### src/rtl/serial_bit_counter.sv
// serial_bit_counter: multi-cycle ones/zeros/trailing-zero/leading-zero counter scanning BPC bits per clock
module serial_bit_counter #(
  parameter int WIDTH = 32,
  parameter int BPC = 1,
  localparam int CW = $clog2(WIDTH + 1)
) (
  input  logic             clk,
  input  logic             rst,
  input  logic             load,
  input  logic [1:0]       mode,
  input  logic [WIDTH-1:0] data_in,
  input  logic             abort,
  output logic             busy,
  output logic             done,
  output logic [CW-1:0]    count
);
  localparam int N = WIDTH / BPC;
  localparam int BW = $clog2(N + 1);
  typedef enum logic {IDLE, RUN} state_t;
  state_t state, state_n;
  logic [WIDTH-1:0] sr, sr_n;
  logic [1:0] mode_r, mode_r_n;
  logic [CW-1:0] acc, acc_n, count_n, pop, lead;
  logic [BW-1:0] beats, beats_n;
  logic stop, stop_n, hit, done_n;
  logic [BPC-1:0] beat;
  assign busy = state == RUN;
  // lead = zeros before the first one in scan order (MSB-first for mode 11)
  always_comb begin
    beat = mode_r == 2'b11 ? sr[WIDTH-1 -: BPC] : sr[BPC-1:0];
    pop = '0;
    lead = CW'(BPC);
    hit = 1'b0;
    for (int i = 0; i < BPC; i++) begin
      pop = pop + CW'(beat[i]);
      if (!hit && beat[mode_r == 2'b11 ? BPC - 1 - i : i]) begin
        lead = CW'(i);
        hit = 1'b1;
      end
    end
  end
  always_comb begin
    state_n = state;
    sr_n = sr;
    mode_r_n = mode_r;
    acc_n = acc;
    stop_n = stop;
    beats_n = beats;
    count_n = count;
    done_n = 1'b0;
    if (state == IDLE) begin
      if (load) begin
        state_n = RUN;
        sr_n = data_in;
        mode_r_n = mode;
        acc_n = '0;
        stop_n = 1'b0;
        beats_n = BW'(N);
      end
    end else if (abort) begin
      state_n = IDLE;
    end else begin
      sr_n = mode_r == 2'b11 ? sr << BPC : sr >> BPC;
      acc_n = mode_r == 2'b00 ? acc + pop :
              mode_r == 2'b01 ? acc + CW'(BPC) - pop :
              stop ? acc : acc + lead;
      stop_n = stop | (mode_r[1] & hit);
      beats_n = beats - 1'b1;
      if (beats == BW'(1)) begin
        state_n = IDLE;
        count_n = acc_n;
        done_n = 1'b1;
      end
    end
  end
  always_ff @(posedge clk or posedge rst) begin
    if (rst) begin
      state <= IDLE;
      sr <= '0;
      mode_r <= '0;
      acc <= '0;
      stop <= 1'b0;
      beats <= '0;
      count <= '0;
      done <= 1'b0;
    end else begin
      state <= state_n;
      sr <= sr_n;
      mode_r <= mode_r_n;
      acc <= acc_n;
      stop <= stop_n;
      beats <= beats_n;
      count <= count_n;
      done <= done_n;
    end
  end
endmodule

### config.mk
export PLATFORM = sky130hd
export DESIGN_NAME = serial_bit_counter
export DESIGN_NICKNAME = d
export VERILOG_FILES = /design/src/rtl/serial_bit_counter.sv
export SDC_FILE = /design/constraint.sdc
export NUM_CORES = 1
export LEC_CHECK = 0
export CAP_MARGIN = 40
export CORE_MARGIN = 3
export CORE_UTILIZATION = 30
export CTS_CLUSTER_SIZE = 30
export DETAILED_ROUTE_END_ITERATION = 12
export SLEW_MARGIN = 10
export SYNTH_ARGS = -nofsm -noshare
export SYNTH_HDL_FRONTEND = slang
export SYNTH_SLANG_ARGS = --single-unit
### constraint.sdc
create_clock -name clk -period 2.8 [get_ports clk]
set_input_delay 0.28 -clock clk [delete_from_list [all_inputs] [get_ports clk]]
set_output_delay 0.28 -clock clk [all_outputs]
set_load 0.03 [all_outputs]
# Word level (Yosys, flattened, before mapping)
# Cells that the tools add are included.
[word_totals] register_bits=55 out_inout_bits=8
[op_classes] addsub=5 eq_ne=4 n_mux=26 bitwise_logic=4 reduce_logical=5
[op_table] cell="32-bit two-way mux" count=4
[op_table] cell="6-bit two-way mux" count=9
[op_table] cell="1-bit two-way mux" count=13
[op_table] cell="6-bit by 1-bit adder with 6-bit output" count=2
[op_table] cell="6-bit by 1-bit adder with 6-bit output, second input constant" count=1
[op_table] cell="6-bit by 1-bit equality test with 1-bit output, second input constant" count=1
[op_table] cell="6-bit by 1-bit subtractor with 6-bit output" count=1
[op_table] cell="6-bit by 1-bit subtractor with 6-bit output, second input constant" count=1
[op_table] cell="2-bit AND reduction" count=2
[op_table] cell="3-bit AND reduction" count=1
[op_table] cell="2-bit by 1-bit equality test with 1-bit output, second input constant" count=1
[op_table] cell="2-bit equality test, second input constant" count=1
[op_table] cell="2-bit zero test" count=1
[op_table] cell="2-bit != test, second input constant" count=1
[op_table] cell="1-bit inverter" count=2
[op_table] cell="2-bit nonzero test" count=1
[op_table] cell="1-bit bitwise AND" count=1
[op_table] cell="1-bit bitwise OR" count=1

# Logic depth before layout (Yosys ltp)
[logic_depth] word_depth=9 ltp_mapped=11 mapped_depth_nobuf=10

# Worst setup path before layout
# OpenSTA, ideal clock, no wires.
[synth_timing] path_kind="reg-to-reg" startpoint="register mode_r[1]" endpoint="register count[2]" setup_ps=125 t_arrival_ps=2073 setup_slack_ps=602 path_stages_with_launch=12 n_path_buf=1 path_cell_list="dfrtp_1 -> buf_2 -> nand2_1 -> mux2_2 -> inv_1 -> ha_1 -> nand2_1 -> ha_1 -> nor2_1 -> a21oi_1 -> mux2i_1 -> mux2_2"
[synth_between] elab_chain_len=7 word_cells_on_any_way=11
[synth_rtl] item="from (decl)" line_no="22" rtl="logic [1:0] mode_r, mode_r_n;"
[synth_rtl] item="from (signal assigned)" line_no="89" rtl="mode_r <= mode_r_n;"
[synth_rtl] item="2-bit equality test" line_no="30" rtl="beat = mode_r == 2'b11 ? sr[WIDTH-1 -: BPC] : sr[BPC-1:0];"
[synth_rtl] item="1-bit two-way mux" line_no="30"
[synth_rtl] item="1-bit two-way mux" line_no="36" rtl="if (!hit && beat[mode_r == 2'b11 ? BPC - 1 - i : i]) begin"
[synth_rtl] item="6-bit by 1-bit adder with 6-bit output" line_no="66" rtl="stop ? acc : acc + lead;"
[synth_rtl] item="6-bit two-way mux" line_no="66"
[synth_rtl] item="6-bit two-way mux" line_no="65" rtl="mode_r == 2'b01 ? acc + CW'(BPC) - pop :"
[synth_rtl] item="6-bit two-way mux *" line_no="64" rtl="acc_n = mode_r == 2'b00 ? acc + pop :"
[synth_rtl] item="to (signal assigned)" line_no="93" rtl="count <= count_n;"
[synth_rtl] item="to (decl)" line_no="15" rtl="output logic [CW-1:0] count"
# Every way passes the cells marked *; elsewhere a longest branch is shown, timed or not.
# A chain may end at the register's enable or synchronous reset.

# Worst setup path after layout
[layout_timing] startpoint="register mode_r[0]" endpoint="register count[2]"
# Same word-level chain as after synthesis.

==> out/qor.csv <==
metric;value;unit
outcome;completed;
place.detailed.hpwl;4.70;mm
ys_ff_latch;55;
grt_pass1_wl;12.2;mm
rr_startpoint;mode_r[0]$_DFFE_PP0P_;
netlist_top_cells_count;55 x dfrtp_1, 39 x o21ai_0, 37 x mux2i_1;
finalSetupViolCount;0;
postCtsSetupBuffers;0;
ir_drop;0.281;mV
grt_pass1_vias;2445;
hold_path_class;primary input to asynchronous set/reset pin;
synth_cell_types;39;
cp.required;2990;ps
drt-total-wl;6.95;mm
path_max_fanout;14;
startpoint;mode_r[0]$_DFFE_PP0P_;
syn_inst;297;
yosysWarnings;0;
cts.path.max_buffers;2;
synth_area;3040;µm²
gr-total-overflow;0;
start_util;0.310;
cts-root-buf;clkbuf_8;
num_antenna_cells;0;
antenna_found_initial;0;
io_buffer_count;45;
fp.dieW;107;µm
finClkSkew;7.76;ps
syn2layout_area_growth;23.0;%
startpoint_type;flop;
cts_resized;0;
via_per_inst;5.12;
cp-end-kind;flop;
vias;2403;
final_nets;385;
gp_congestion;0.776;
fin_tns_setup;0;ps
hold_viol_final;0;
synth.avg_cell_area;10.2;µm²
path_cells;nand2_2 -> mux2_2 -> inv_1 -> ha_1 -> nand2_1 -> ha_1 -> nor2_1 -> a21oi_1 -> mux2i_1 -> mux2_2;
worst_pin_slew;612;ps
cp.arrival;2590;ps
fmax;418;MHz
slew_viol_final;0;
ys_dominant_reg_cell;dfrtp_1;
synth_top_family_by_area;compound AO/OA/AOI/OAI gates;
wire_per_inst;14.8;µm
worstSetupPathType;flop to flop;
holdBufCountCts;0;
firstDrtPassIters;4;
clk_pin_slew;100;ps
synth-simple-area-share;0.0945;
die_area;11400;µm²
route.detailed.drc;0;
synth_compound_area_frac;0.201;
final_layout_size_suffix_gt1_frac;0.0804;
yosysMostFrequentCell;dfrtp_1;
power.density;831;nW/µm²
async_flop_share;1.00;
synthAdderAreaFrac;0.0493;
worst_path_largest_cell_delay;550;ps
setup_slack;407;ps
synthXorXnorAreaFrac;0.0230;
synthMuxAreaShare;0.136;
rsz0062_at_grt;no;
ios;46;
htree_levels;2;
grt_use_total;0.130;
syn_nets;347;
drtIter0Drc;98;
fin_crit;2390;ps
synth_top_area_frac;0.452;
ys_seq_area_frac;0.452;
cts.sink_count;55;
insertion_delay;300;ps
synth-edff-count;0;
yosysTopAreaCell;dfrtp_1;
ant_nets;0;
cap_violations;0;
cts_tree;yes;
min_period_over_period;0.855;
fp.dieH;107;µm
cts_buffers;5;
max_slew_margin;0.591;
synthTopCellsByArea;dfrtp_1 45%, mux2i_1 12%, a22oi_1 7.4%;
core_area;9820;µm²
rows;36;
cp_slowest_cell;dfrtp_1;
leakage;1.72;nW
dpl_worst_slack;426;ps
grt_start_max_net_pins;36;
[metal layers]
layer,up-vias,track usage,wire (µm)
met3,7,0.0241,284
met5,-,0,0
met2,43,0.214,3390
met4,0,0.0283,72
li1,1161,-,-
met1,1192,0.178,3210
[state kept, by name, summed over array words and instances, names as in the netlist]
register  count
beats         6
mode_r        2
stop          1
sr           32
done          1
count         6
busy          1
acc           6
[layout by cell type, fill, tap and decap left out, types with 2 or more instances in the layout]
cell	instances
a22oi_1	30
o21bai_1	2
nand3_1	3
nand2_1	18
xnor2_1	6
o21ai_0	39
a31oi_1	4
inv_1	10
clkbuf_8	6
clkdlybuf4s50_1	45
a22o_1	4
buf_4	7
nand2b_1	5
nor2b_1	4
dfrtp_1	55
nand4b_1	3
ha_1	12
xor2_1	2
mux2_2	4
a21oi_1	7
nor2_1	9
mux2i_1	37
[kinds of logic after synthesis]
logic type                 after synthesis
AOI/OAI and AO/OA                       95
DFF                                     55
and+or+nand+nor                         53
muxes                                   41
buffers and inverters                   33
adders and majority gates               12
xor gates and xnor gates                 8
[critical path, delay by kind of cell, from the launching register on]
kind	cells	cell delay (ps)
and+or+nand+nor	3	260
AOI/OAI and AO/OA	1	140
muxes	3	760
DFF	1	550
adders and majority gates	2	480
buffers and inverters	1	90
[report_power, final]
| part | total [mW] | switching [mW] | leakage (nW) | internal, mW |
|---|---|---|---|---|
| Clock | 0.465 | 0.262 | 0.0484 | 0.204 |
| Combinational | 1.25 | 0.629 | 0.987 | 0.620 |
| Sequential | 1.40 | 0.317 | 0.687 | 1.08 |
| Total | 3.11 | 1.21 | 1.72 | 1.90 |
[stage by stage]
step                total power [mW]  utilization  hold slack [ps]  std cells  area [µm²]
floorplan                       2.30            -              385        297        3040
global placement                2.63        0.372              463        461        3650
detailed placement              2.67        0.372              475        461        3650
CTS                             3.14        0.381              376        469        3740
global route                    3.40        0.381              392        469        3740
finish                          3.11        0.381              350        469        3740
[path summary, 6_finish.rpt]
check                                       end  slack, ps  cells past startpoint
min in group clk           beats[4]$_DFFE_PP0P_        480                      1
max reg2reg                count[2]$_DFFE_PP0P_        410                     10
min                          sr[18]$_DFFE_PP0P_        350                      2
max in group asynchronous    acc[3]$_DFFE_PP0P_       1860                      3
max                        count[2]$_DFFE_PP0P_        410                     10
min reg2reg                beats[4]$_DFFE_PP0P_        480                      1
[layout make-up]
class	instances	area, µm²
repair buffers	53	523
fillers	1023	6070
well taps	133	166
multi-input cells	209	1540
clock inverters	1	8.76
inverters	11	41.3
flip-flops and latches	55	1380
clock buffers	7	86.3
(Power assumes the default switching activity.)
